--- src/rtl/button_event_pkg.sv ---
// Shared types for the button gesture classifier.
package button_event_pkg;

  typedef enum logic [2:0] {
    StIdle,
    StPress1,
    StWait2,
    StPress2,
    StLHold
  } state_t;

  typedef enum logic [1:0] {
    EvtNone   = 2'b00,
    EvtShort  = 2'b01,
    EvtLong   = 2'b10,
    EvtDouble = 2'b11
  } evt_t;

endpackage

--- src/rtl/button_event_if.sv ---
// Valid/ready event slot between the gesture classifier and its consumer.
interface button_event_if;
  import button_event_pkg::*;

  logic evt_valid;
  evt_t evt_code;
  logic evt_ready;

  modport master (output evt_valid, output evt_code, input evt_ready);
  modport slave  (input evt_valid, input evt_code, output evt_ready);

endinterface

--- src/rtl/button_event_evt_slot.sv ---
// One-deep event holding register with sticky overrun on a dropped event.
module button_event_evt_slot
  import button_event_pkg::*;
(
  input  logic clk50m,
  input  logic rst_n,
  input  logic emit_i,
  input  evt_t code_i,
  input  logic evt_ready_i,
  input  logic ovr_clr_i,
  output logic evt_valid_o,
  output evt_t evt_code_o,
  output logic ovr_o
);

  logic valid_q, valid_d;
  evt_t code_q, code_d;
  logic ovr_q, ovr_d;
  logic accept, drop;

  always_comb begin
    accept  = valid_q & evt_ready_i;
    drop    = emit_i & valid_q & ~evt_ready_i;
    valid_d = valid_q;
    code_d  = code_q;
    // An accept in the emit cycle frees the slot, so the new event loads with no gap.
    if (emit_i && (!valid_q || evt_ready_i)) begin
      valid_d = 1'b1;
      code_d  = code_i;
    end else if (accept) begin
      valid_d = 1'b0;
      code_d  = EvtNone;
    end
    if (drop) begin
      ovr_d = 1'b1;
    end else if (ovr_clr_i) begin
      ovr_d = 1'b0;
    end else begin
      ovr_d = ovr_q;
    end
  end

  always_ff @(posedge clk50m or negedge rst_n) begin
    if (!rst_n) begin
      valid_q <= 1'b0;
      code_q  <= EvtNone;
      ovr_q   <= 1'b0;
    end else begin
      valid_q <= valid_d;
      code_q  <= code_d;
      ovr_q   <= ovr_d;
    end
  end

  assign evt_valid_o = valid_q;
  assign evt_code_o  = code_q;
  assign ovr_o       = ovr_q;

endmodule

--- src/rtl/button_event.sv ---
// Classifies debounced switch gestures as SHORT, LONG or DOUBLE and queues one event.
module button_event
  import button_event_pkg::*;
#(
  parameter int unsigned LONG_CYC = 50_000_000,
  parameter int unsigned DCLK_CYC = 15_000_000
) (
  input  logic                  clk50m,
  input  logic                  rst_n,
  input  logic                  sw_dbnc_i,
  input  logic                  ovr_clr_i,
  output logic                  held_o,
  output logic                  ovr_o,
  button_event_if.master        evt_if
);

  localparam int unsigned CNT_W = $clog2(LONG_CYC);
  localparam logic [CNT_W-1:0] LongMax = CNT_W'(LONG_CYC - 1);
  localparam logic [CNT_W-1:0] DclkMax = CNT_W'(DCLK_CYC - 1);
  localparam logic [CNT_W-1:0] CntMax  = {CNT_W{1'b1}};

  logic             sw_q;
  logic             rise, fall;
  state_t           state_q, state_d;
  logic [CNT_W-1:0] cnt_q, cnt_d;
  logic             emit;
  evt_t             code;

  assign rise = sw_dbnc_i & ~sw_q;
  assign fall = ~sw_dbnc_i & sw_q;

  always_comb begin
    state_d = state_q;
    emit    = 1'b0;
    code    = EvtNone;
    case (state_q)
      StIdle: begin
        if (rise) state_d = StPress1;
      end
      StPress1: begin
        if (fall) begin
          state_d = StWait2;
        end else if (cnt_q == LongMax) begin
          emit    = 1'b1;
          code    = EvtLong;
          state_d = StLHold;
        end
      end
      StWait2: begin
        if (rise) begin
          state_d = StPress2;
        end else if (cnt_q == DclkMax) begin
          emit    = 1'b1;
          code    = EvtShort;
          state_d = StIdle;
        end
      end
      StPress2: begin
        if (fall) begin
          emit    = 1'b1;
          code    = EvtDouble;
          state_d = StIdle;
        end else if (cnt_q == LongMax) begin
          emit    = 1'b1;
          code    = EvtLong;
          state_d = StLHold;
        end
      end
      StLHold: begin
        if (fall) state_d = StIdle;
      end
      default: state_d = StIdle;
    endcase
    // Counter measures time in the current state; it saturates rather than wrapping.
    if (state_d != state_q) begin
      cnt_d = '0;
    end else if (cnt_q == CntMax) begin
      cnt_d = cnt_q;
    end else begin
      cnt_d = cnt_q + CNT_W'(1);
    end
  end

  // sw_q resets high so a switch held through reset does not look like a fresh press.
  always_ff @(posedge clk50m or negedge rst_n) begin
    if (!rst_n) begin
      sw_q    <= 1'b1;
      state_q <= StIdle;
      cnt_q   <= '0;
    end else begin
      sw_q    <= sw_dbnc_i;
      state_q <= state_d;
      cnt_q   <= cnt_d;
    end
  end

  assign held_o = (state_q == StLHold);

  button_event_evt_slot u_evt_slot (
    .clk50m      (clk50m),
    .rst_n       (rst_n),
    .emit_i      (emit),
    .code_i      (code),
    .evt_ready_i (evt_if.evt_ready),
    .ovr_clr_i   (ovr_clr_i),
    .evt_valid_o (evt_if.evt_valid),
    .evt_code_o  (evt_if.evt_code),
    .ovr_o       (ovr_o)
  );

endmodule

--- src/flat_wrapper.sv ---
// flat-port wrapper written by rule: the top's interface ports become plain ports
module button_event_flat import button_event_pkg::*;
#(
  parameter int unsigned LONG_CYC = 50_000_000,
  parameter int unsigned DCLK_CYC = 15_000_000
)
  (clk50m, rst_n, sw_dbnc_i, ovr_clr_i, held_o, ovr_o, evt_if_evt_valid, evt_if_evt_code, evt_if_evt_ready);
  button_event_if evt_if_i ();
  input  logic clk50m;
  input  logic rst_n;
  input  logic sw_dbnc_i;
  input  logic ovr_clr_i;
  output logic held_o;
  output logic ovr_o;
  output wire logic [$bits(evt_if_i.evt_valid)-1:0] evt_if_evt_valid;
  output wire logic [$bits(evt_if_i.evt_code)-1:0] evt_if_evt_code;
  input wire logic [$bits(evt_if_i.evt_ready)-1:0] evt_if_evt_ready;
  assign evt_if_evt_valid = evt_if_i.evt_valid;
  assign evt_if_evt_code = evt_if_i.evt_code;
  assign evt_if_i.evt_ready = evt_if_evt_ready;
  button_event #(.LONG_CYC(LONG_CYC), .DCLK_CYC(DCLK_CYC)) u_core (.clk50m(clk50m), .rst_n(rst_n), .sw_dbnc_i(sw_dbnc_i), .ovr_clr_i(ovr_clr_i), .held_o(held_o), .ovr_o(ovr_o), .evt_if(evt_if_i));
endmodule
--- config.mk ---
export PLATFORM = sky130hd
export DESIGN_NAME = button_event_flat
export DESIGN_NICKNAME = d
export VERILOG_FILES = /design/src/rtl/button_event_pkg.sv /design/src/rtl/button_event_if.sv /design/src/rtl/button_event_evt_slot.sv /design/src/rtl/button_event.sv /design/src/flat_wrapper.sv
export SDC_FILE = /design/constraint.sdc
export NUM_CORES = 1
export LEC_CHECK = 0
export BUFFER_PORTS_ARGS = -buffer_cell sky130_fd_sc_hd__buf_2
export CAP_MARGIN = 25
export CELL_PAD_IN_SITES_DETAIL_PLACEMENT = 0
export CELL_PAD_IN_SITES_GLOBAL_PLACEMENT = 1
export CORE_UTILIZATION = 42
export DETAILED_ROUTE_END_ITERATION = 8
export MAX_ROUTING_LAYER = met4
export PLACE_DENSITY = 0.81
export SLEW_MARGIN = 20
export SYNTH_ARGS = -nofsm -noshare
export SYNTH_HDL_FRONTEND = slang
export SYNTH_SLANG_ARGS = --single-unit
--- constraint.sdc ---
create_clock -name clk50m -period 2 [get_ports clk50m]
set_input_delay 0.4 -clock clk50m [delete_from_list [all_inputs] [get_ports clk50m]]
set_output_delay 0.4 -clock clk50m [all_outputs]
set_load 0.01 [all_outputs]
==> out/qor.csv, run 1 <==
stage;metric;value;unit
clocking;cts.sink_count;34;
cells_and_area;layout_commonest_cell;nor2_1;
synth;yosys_warnings;0;
routing;vias_per_cell;5.502;
synth;synthArstFlopShare;100.0;%
worst_setup_path;r2r-start;u_core.cnt_q[12]$_DFFE_PN0P_;
sta;totalNegativeSetupSlack;0;ps
worst_setup_path;rr_endpoint;u_core.u_evt_slot.evt_code_o[0]$_DFFE_PN0P_;
cells_and_area;final_nets;268;
status;status;finished clean;
sta;fmax;0.5007;GHz
placement;portBuffers;9;
grt;grt_pass1_vias;1655;
worst_setup_path;critPathKind;reg2reg;
sta;slew_headroom;48.38;%
routing;drt_iter0_drc;84;
sta;fin_skew;4.003;ps
clocking;root_buffer;clkbuf_8;
grt;grt_max_degree;35;
grt;grt_first_pass_wirelength;7562;um
worst_setup_path;path_max_fanout;6;
cells_and_area;final.fill_count;407;
sta;report.final.slew_viol_count;0;
worst_setup_path;end_kind;flop;
grt;grt_use_total;20.32;%
grt;grt_overflow;0;
sta;setup_viol;0;
power;p_per_area;727.2;nW/um2
cells_and_area;synthToLayoutAreaGrowth;27.60;%
grt;antenna_found_initial;0;
clocking;clockBufferDepth;2;
sta;hold_viol;0;
cells_and_area;layout-drive-gt1-share;29.28;%
routing;dr_total_vias;1733;
routing;drcViolationCount;0;
floorplan;initial_core_util;44.15;%
floorplan;die_w;69.89;um
sta;tightest_slew;774.2;ps
synth;synth_flop_cell;dfrtp_1;
floorplan;fp.dieH;69.89;um
synth;synth_edf_count;0;
placement;place_congestion;0.8589;
sta;rsz0062_at_grt;yes;
clocking;htreeDepth;2;
flow_run;drv_cap;0;
floorplan;dieArea;4884;um2
worst_hold_path;hold_class;in2async;
clocking;clk_latency;290;ps
routing;totalWireLength;4432;um
synth;yosysUniqueCellTypes;46;
worst_setup_path;r2r_cells;6;
floorplan;num_rows;24;
worst_setup_path;cp_data_required_time;2170;ps
worst_setup_path;worstSetupStartpointType;flop;
synth;ys_ff_latch;34;
synth;yosysSeqAreaShare;44.02;%
sta;period_needed;1997;ps
cells_and_area;final_cell_mix;nor2_1, buf_4, dfrtp_1;
worst_setup_path;ff2ff_setup_slack;3;ps
floorplan;pin_count;10;
synth;syn_area;1936;um2
synth;syn_inst;213;
power;peakVddDrop;0.4994;mV
routing;ant_nets;0;
synth;synth_nets;219;
sta;layout_setup_ws;2.871;ps
routing;dr.pass1.iters;5;
worst_setup_path;cp-startpoint;u_core.cnt_q[12]$_DFFE_PN0P_;
clocking;clk_pin_slew;70;ps
worst_setup_path;crit_end;u_core.u_evt_slot.evt_code_o[0]$_DFFE_PN0P_;
placement;dp_hpwl;3209;um
routing;wl_per_cell;14.07;um
cells_and_area;antenna_cells;0;
placement;pre_cts_ws;-23.85;ps
clocking;cts_hold_buf;0;
floorplan;core_area;4384;um2
worst_setup_path;cp.arrival;2170;ps
clocking;cts_tree;built;
power;p_leak;0.001118;uW
clocking;numCtsBuffers;5;
synth;synth.avg_cell_area;9.087;um2
sta;min_period_over_period;99.86;%
==> critical path, stage by stage, from the launching register on <==
cell and delay, ps:
dfrtp_2 410, nand4_1 140, or2_1 270, or4_4 550
nor3_4 130, o21ai_1 80, a221o_1 300
==> flip-flops by register name, summed over array words and instances, names as in the netlist <==
name	flops
u_core.state_q	3
u_core.u_evt_slot.evt_code_o	2
u_core.u_evt_slot.evt_valid_o	1
u_core.u_evt_slot.ovr_o	1
u_core.cnt_q	26
u_core.sw_q	1
==> cell families after synthesis <==
family / Yosys count / synth area share, %
and+or+nand+nor: 125 / 35.30
muxes: 1 / 0.5172
DFF: 34 / 44.02
xor gates and xnor gates: 23 / 10.41
buffers and inverters: 10 / 2.521
AOI/OAI and AO/OA: 19 / 6.593
adders and majority gates: 1 / 0.6463
==> cells in the mapped netlist, drive strengths merged (2+ instances only) <==
cell type	count	area (um2)
a21oi	2	10.01
and2	5	33.78
and3	7	45.05
and4	4	36.29
buf	3	22.52
dfrtp	33	825.8
inv	7	26.28
nand2	17	63.81
nand3	17	85.08
nand3b	2	15.01
nand4	7	43.79
nor2	39	146.4
nor3	9	61.31
nor4	6	52.55
nor4b	2	23.77
o21ai	8	40.03
o22ai	3	18.77
or2b	2	16.27
or4	2	18.77
xnor2	13	113.9
xor2	10	87.58
==> stage by stage <==
stage | utilization, % | hold WS (ps) | cell area (um2) | total power (uW) | instances
after floorplan | - | 104.4 | 1938 | 1041 | 213
after global placement | 51.63 | 501.3 | 2263 | 1168 | 301
after detailed placement | 51.63 | 514.5 | 2263 | 1180 | 301
after CTS | 54.31 | 214.4 | 2381 | 1817 | 309
after global routing | 56.34 | 224.8 | 2470 | 1895 | 315
final | 56.34 | 186.4 | 2470 | 1796 | 315
==> report_power, final <==
group,internal (uW),leakage [uW],switching (uW),total (uW)
Sequential,763,0.000452,71.7,834
Combinational,165,0.000608,173,338
Clock,367,0.0000579,258,624
==> repair_timing <==
action                                  in CTS  in global routing
buffers inserted                             0                  6
endpoints found under the setup margin       1                 28
gates cloned                                 0                  0
gates resized for setup                      3                  9
pin swaps                                    1                  3
==> how the worst min path moves through the flow <==
| stage | startpoint | endpoint | slack (ps) |
|---|---|---|---|
| 2_1_floorplan | rst_n | u_core.cnt_q[0]$_DFFE_PN0P_ | 100 |
| 3_3_place_gp | u_core.u_evt_slot.evt_valid_o$_DFFE_PN0P_ | u_core.u_evt_slot.evt_valid_o$_DFFE_PN0P_ | 500 |
| 3_5_place_dp | u_core.u_evt_slot.evt_valid_o$_DFFE_PN0P_ | u_core.u_evt_slot.evt_valid_o$_DFFE_PN0P_ | 510 |
| 4_1_cts | rst_n | u_core.cnt_q[6]$_DFFE_PN0P_ | 210 |
| 5_1_grt | sw_dbnc_i | u_core.sw_q$_DFF_PN1_ | 220 |
| 6_report | rst_n | u_core.u_evt_slot.evt_valid_o$_DFFE_PN0P_ | 190 |
==> layer usage <==
layer	routed length (um)	track usage, %
met3	111	3.463
met4	100	7.778
met5	0	-
met1	2193	26.42
met2	2026	31.84
==> layout make-up <==
class	count	area (um2)	area share, %
multi-input combinational	169	1085	43.92
sequential	34	857.1	34.70
timing repair buffer	45	327.8	13.27
clock buffer	5	68.82	2.786
tap	52	65.06	2.634
clock inverter	3	40.04	1.621
inverter	7	26.28	1.064
Note: power is estimated with default switching activity, not from simulation.
==> inputs of run 2 (changes only) <==
SETUP_SLACK_MARGIN = 0.15   (was not set)
==> out/qor.csv, run 2 (synthesis gave the netlist of run 1 again) <==
stage;metric;value;unit;change
power;p_per_area;769.1;nW/um2;was 727.2 nW/um2
cells_and_area;final_nets;272;;was 268
floorplan;fp.dieH;69.89;um;unchanged
clocking;clk_pin_slew;80;ps;was 70 ps
routing;wl_met3;187;um;was 111 um
routing;ant_nets;0;;unchanged
worst_setup_path;rr_endpoint;u_core.u_evt_slot.evt_code_o[0]$_DFFE_PN0P_;;unchanged
routing;drcViolationCount;0;;unchanged
worst_setup_path;r2r_cells;6;;unchanged
placement;portBuffers;9;;unchanged
clocking;cts_tree;built;;unchanged
worst_setup_path;cp.arrival;2210;ps;was 2170 ps
clocking;clockBufferDepth;2;;unchanged
sta;fin_skew;11.45;ps;was 4.003 ps
sta;setup_viol;1;;was 0
placement;pre_cts_ws;-5.467;ps;was -23.85 ps
sta;layout_setup_ws;-31.78;ps;was 2.871 ps
routing;totalWireLength;4636;um;was 4432 um
cells_and_area;antenna_cells;0;;unchanged
worst_setup_path;cp_data_required_time;2180;ps;was 2170 ps
clocking;clk_latency;290;ps;about the same
flow_run;drv_cap;0;;unchanged
sta;tightest_slew;754.6;ps;was 774.2 ps
grt;grt_use_total;20.69;%;was 20.32%
floorplan;num_rows;24;;unchanged
status;violations;setup timing;;
floorplan;dieArea;4884;um2;unchanged
worst_setup_path;critPathKind;reg2reg;;unchanged
clocking;numCtsBuffers;5;;unchanged
clocking;htreeDepth;2;;unchanged
worst_setup_path;path_delay_family;simple AND/OR/NAND/NOR gates;;unchanged
floorplan;core_area;4384;um2;unchanged
placement;place_congestion;0.8175;;was 0.8589
placement;placed_cell_area;2282;um2;was 2263 um2
sta;hold_viol;0;;unchanged
sta;rsz0062_at_grt;yes;;unchanged
cells_and_area;finish.instance_area;2605;um2;was 2470 um2
worst_setup_path;worst-path-buf-inv;0;;unchanged
clocking;cts.sink_count;34;;unchanged
floorplan;initial_core_util;44.15;%;unchanged
clocking;root_buffer;clkbuf_8;;unchanged
sta;report.final.slew_viol_count;0;;unchanged
cells_and_area;final_cell_mix;nor2_1, buf_4, dfrtp_1;;unchanged
grt;grt_overflow;0;;unchanged
routing;wl_per_cell;14.53;um;was 14.07 um
sta;slew_headroom;49.70;%;was 48.38%
cells_and_area;layout_commonest_cell;nor2_1;;unchanged
worst_setup_path;end_kind;flop;;unchanged
sta;period_needed;2032;ps;was 1997 ps
power;p_leak;0.001167;uW;was 0.001118 uW
cells_and_area;top_register;u_core.cnt_q;;unchanged
worst_setup_path;ff2ff_setup_slack;-30;ps;was 3 ps
routing;dr.pass1.iters;4;;was 5
routing;dr_total_vias;1732;;was 1733
worst_setup_path;crit_chain;nor4b_2 > nand3_1 > or4_4 > nor3_4 > o21ai_1 > a221o_1;;was nand4_1 > or2_1 > or4_4 > nor3_4 > o21ai_1 > a221o_1
power;peakVddDrop;0.4868;mV;was 0.4994 mV
worst_setup_path;worstSetupStartpointType;flop;;unchanged
cells_and_area;layout-drive-gt1-share;33.71;%;was 29.28%
sta;fmax;0.4922;GHz;was 0.5007 GHz
routing;wl_met1;2144;um;was 2193 um
worst_hold_path;hold_class;in2async;;unchanged
routing;drt_iter0_drc;114;;was 84
power;total_power;2003;uW;was 1796 uW
sta;totalNegativeSetupSlack;-31.78;ps;was 0 ps
worst_setup_path;path_max_fanout;3;;was 6
routing;highest_layer;met4;;unchanged
grt;grt_max_degree;35;;unchanged
routing;vias_per_cell;5.429;;was 5.502
cells_and_area;largest_reg_flops;26;;unchanged
floorplan;pin_count;10;;unchanged
grt;antenna_found_initial;0;;unchanged
worst_setup_path;max_stage_delay;560;ps;was 550 ps
status;status;finished, violations left;;was finished clean
worst_setup_path;crit_slowest_cell;or4_4;;unchanged
cells_and_area;final.fill_count;402;;was 407
sta;min_period_over_period;101.6;%;was 99.86%
routing;dr_wl_met2;2197;um;was 2026 um
cells_and_area;synthToLayoutAreaGrowth;34.58;%;was 27.60%
floorplan;die_w;69.89;um;unchanged
grt;grt_pass1_vias;1612;;was 1655
grt;grt_first_pass_wirelength;7638;um;was 7562 um
placement;dp_hpwl;3257;um;was 3209 um
worst_setup_path;r2r-start;u_core.cnt_q[18]$_DFFE_PN0P_;;was u_core.cnt_q[12]$_DFFE_PN0P_
==> run 2: cell count changes in the layout (fill, tap and decap cells not counted), moves of 2 or more <==
| cell | change |
|---|---|
| o21ai_0 | -3 |
| buf_6 | +3 |
| nor4_1 | -2 |
| clkinv_2 | -2 |
| nor4_4 | +2 |
==> run 2: where the power goes <==
part / switching, uW / internal [uW]
Clock: 266 / 532
Combinational: 185 / 185
Sequential: 73.3 / 762
Total: 524 / 1480
==> run 2: how the worst max path moves through the flow <==
stage	startpoint	cells past startpoint	endpoint
6_report	u_core.cnt_q[18]$_DFFE_PN0P_	6	u_core.u_evt_slot.evt_code_o[0]$_DFFE_PN0P_
5_1_grt	u_core.cnt_q[18]$_DFFE_PN0P_	6	u_core.u_evt_slot.evt_code_o[0]$_DFFE_PN0P_
4_1_cts	u_core.cnt_q[18]$_DFFE_PN0P_	6	u_core.u_evt_slot.evt_code_o[0]$_DFFE_PN0P_
3_5_place_dp	u_core.cnt_q[18]$_DFFE_PN0P_	6	u_core.u_evt_slot.evt_code_o[0]$_DFFE_PN0P_
3_3_place_gp	u_core.cnt_q[12]$_DFFE_PN0P_	6	u_core.u_evt_slot.evt_code_o[0]$_DFFE_PN0P_
2_1_floorplan	u_core.cnt_q[0]$_DFFE_PN0P_	8	u_core.cnt_q[24]$_DFFE_PN0P_
==> run 2: routing by layer <==
layer | GRT usage (%) | up-vias
li1 | - | 851
met1 | 26.68 | 838
met2 | 31.62 | 34
met3 | 4.473 | 9
met4 | 8.667 | 0
met5 | - | -
==> run 2: what timing repair did <==
action | CTS | global route
resized for setup | 7 | 21
hold buffers | 0 | 0
setup buffers | 5 | 3
endpoints found under the hold margin | 0 | 0
pin swaps | 2 | 10
endpoints found under the setup margin | 27 | 33
==> run 2: cell type report <==
type                       instances  area, um2  share of cell area (%)
tap                               52      65.06                   2.498
timing repair buffer              49      369.1                   14.17
multi-input combinational        169       1145                   43.95
clock buffer                       6      82.58                   3.170
inverter                           7      26.28                   1.009
clock inverter                     2      60.06                   2.305
sequential                        34      857.1                   32.90
==> run 2: metrics by stage <==
stage / utilization [%] / instances / hold slack, ps
after global routing: 59.42 / 319 / 221.8
after CTS: 56.99 / 316 / 192.0
final: 59.42 / 319 / 166.6
after detailed placement: 52.05 / 303 / 515.9
after floorplan: - / 213 / 104.4
after global placement: 52.05 / 303 / 500.6
==> inputs of run 3 (changes only) <==
SETUP_SLACK_MARGIN = 0.3   (was 0.15)
==> out/qor.csv, run 3 (synthesis gave the netlist of run 1 again) <==
stage;metric;value;unit;change
status;status;finished, violations left;;unchanged
status;violations;setup timing;;unchanged
clocking;clk_pin_slew;80;ps;about the same
grt;antenna_found_initial;0;;unchanged
power;p_leak;0.001246;uW;was 0.001167 uW
worst_setup_path;end_kind;flop;;unchanged
power;peakVddDrop;0.4259;mV;was 0.4868 mV
cells_and_area;largest_reg_flops;26;;unchanged
cells_and_area;layout_commonest_cell;buf_4;;was nor2_1
sta;slew_headroom;71.30;%;was 49.70%
cells_and_area;synthToLayoutAreaGrowth;42.40;%;was 34.58%
floorplan;core_area;4384;um2;unchanged
worst_setup_path;path_max_fanout;3;;unchanged
cells_and_area;final_nets;286;;was 272
clocking;numCtsBuffers;5;;unchanged
worst_setup_path;cp_data_required_time;2180;ps;about the same
sta;fmax;0.4978;GHz;was 0.4922 GHz
routing;dr.pass1.iters;4;;unchanged
cells_and_area;finalNonFillerCells;333;;was 319
clocking;clockBufferDepth;2;;unchanged
routing;drcViolationCount;0;;unchanged
floorplan;fp.dieH;69.89;um;unchanged
worst_setup_path;crit_chain;buf_4 > nand4_1 > or2_1 > or4_4 > nor3_4 > o21ai_1 > a221o_1;;was nor4b_2 > nand3_1 > or4_4 > nor3_4 > o21ai_1 > a221o_1
sta;setup_viol;1;;unchanged
routing;totalWireLength;5277;um;was 4636 um
sta;layout_setup_ws;-8.893;ps;was -31.78 ps
power;total_power;1775;uW;was 2003 uW
clocking;clk_latency;290;ps;about the same
placement;portBuffers;9;;unchanged
cells_and_area;top_register;u_core.cnt_q;;unchanged
worst_hold_path;hold_class;in2async;;unchanged
worst_setup_path;worstSetupStartpointType;flop;;unchanged
placement;dp_hpwl;3271;um;was 3257 um
sta;rsz0062_at_grt;yes;;unchanged
clocking;root_buffer;clkbuf_8;;unchanged
clocking;cts_tree;built;;unchanged
floorplan;pin_count;10;;unchanged
worst_setup_path;crit_slowest_cell;or4_4;;unchanged
clocking;htreeDepth;2;;unchanged
cells_and_area;postLayoutCoreUtil;62.87;%;was 59.42%
grt;grt_use_total;23.38;%;was 20.69%
clocking;cts.sink_count;34;;unchanged
sta;period_needed;2009;ps;was 2032 ps
placement;dp_cells;300;;was 303
routing;dr_total_vias;1792;;was 1732
cells_and_area;layout-drive-gt1-share;38.79;%;was 33.71%
worst_setup_path;max_stage_delay;510;ps;was 560 ps
routing;drt_iter0_drc;112;;was 114
sta;min_period_over_period;100.4;%;was 101.6%
floorplan;num_rows;24;;unchanged
sta;report.final.slew_viol_count;0;;unchanged
cells_and_area;final_cell_mix;buf_4, nor2_1, dfrtp_1;;was nor2_1, buf_4, dfrtp_1
worst_setup_path;cp.arrival;2190;ps;was 2210 ps
floorplan;dieArea;4884;um2;unchanged
grt;grt_max_degree;35;;unchanged
floorplan;die_w;69.89;um;unchanged
routing;wl_per_cell;15.85;um;was 14.53 um
flow_run;drv_cap;0;;unchanged
sta;tightest_slew;426.6;ps;was 754.6 ps
sta;totalNegativeSetupSlack;-8.893;ps;was -31.78 ps
routing;ant_nets;0;;unchanged
cells_and_area;antenna_cells;0;;unchanged
power;p_per_area;644.1;nW/um2;was 769.1 nW/um2
sta;hold_viol;0;;unchanged
routing;vias_per_cell;5.381;;was 5.429
sta;fin_skew;13.97;ps;was 11.45 ps
worst_setup_path;r2r_cells;7;;was 6
clocking;cts_hold_buf;0;;unchanged
placement;place_congestion;0.8351;;was 0.8175
grt;grt_overflow;0;;unchanged
sta;timing.hold.ws;53.56;ps;was 166.6 ps
worst_setup_path;critPathKind;reg2reg;;unchanged
floorplan;initial_core_util;44.15;%;unchanged
grt;grt_first_pass_wirelength;8694;um;was 7638 um
grt;grt_pass1_vias;1800;;was 1612
-- run 3: changes by cell type in the layout (fill, tap and decap cells not counted), sizes merged --
cell    previous run  this run
buf               49        62
bufinv             2         0
clkbuf             6         9
-- run 3: metal layers --
| metal | vias to the layer above | GRT usage (%) | share of wire (%) |
|---|---|---|---|
| li1 | 886 | - | - |
| met1 | 851 | 30.50 | 45 |
| met2 | 46 | 37.07 | 49 |
| met3 | 9 | 3.896 | 3.9 |
| met4 | 0 | 8.000 | 1.9 |
| met5 | - | - | 0 |
-- run 3: cell type report --
cell class	instances	area, um2
Timing Repair Buffer	63	519.2
Clock buffer	8	90.09
Fill cell	360	1628
Tap cell	52	65.06
Inverter	7	26.28
Multi-Input combinational cell	169	1200
Sequential cell	34	855.8
-- run 3: path summary, 6_finish.rpt --
| check | start | slack [ps] | endpoint |
|---|---|---|---|
| max | u_core.cnt_q[12]$_DFFE_PN0P_ | -9 | u_core.u_evt_slot.evt_code_o[0]$_DFFE_PN0P_ |
| min | rst_n | 50 | u_core.state_q[1]$_DFF_PN0_ |
| max reg2reg | u_core.cnt_q[12]$_DFFE_PN0P_ | -9 | u_core.u_evt_slot.evt_code_o[0]$_DFFE_PN0P_ |
| min reg2reg | u_core.u_evt_slot.evt_valid_o$_DFFE_PN0P_ | 530 | u_core.u_evt_slot.evt_valid_o$_DFFE_PN0P_ |
| max in group asynchronous | rst_n | 1680 | u_core.sw_q$_DFF_PN1_ |
| min in group clk50m | sw_dbnc_i | 250 | u_core.sw_q$_DFF_PN1_ |
-- run 3: where the power goes --
part / total, uW / internal (uW) / switching, uW
clock network: 534 / 281 / 253
registers: 836 / 763 / 72.9
logic: 405 / 208 / 197
-- run 3: worst max-delay path: cells and delay by family (launching register included) --
family | cells | cell delay, ps
flops | 1 | 390
compound gates | 2 | 380
buf+inv | 1 | 130
simple gates | 4 | 1010
-- run 3: what timing repair did --
action | in CTS | in global routing
gates cloned | 1 | 1
endpoints found under the hold margin | 0 | 0
setup buffers | 14 | 9
pin swaps | 10 | 10
setup endpoints to repair | 32 | 34
gates resized for setup | 19 | 22
-- run 3: per-stage QoR --
step	area, um2	worst slack [ps]
after floorplan	1962	67.68
after global placement	2292	-33.67
after detailed placement	2292	-62.22
after CTS	2570	54.74
after global routing	2756	-82.52
final	2756	-8.893
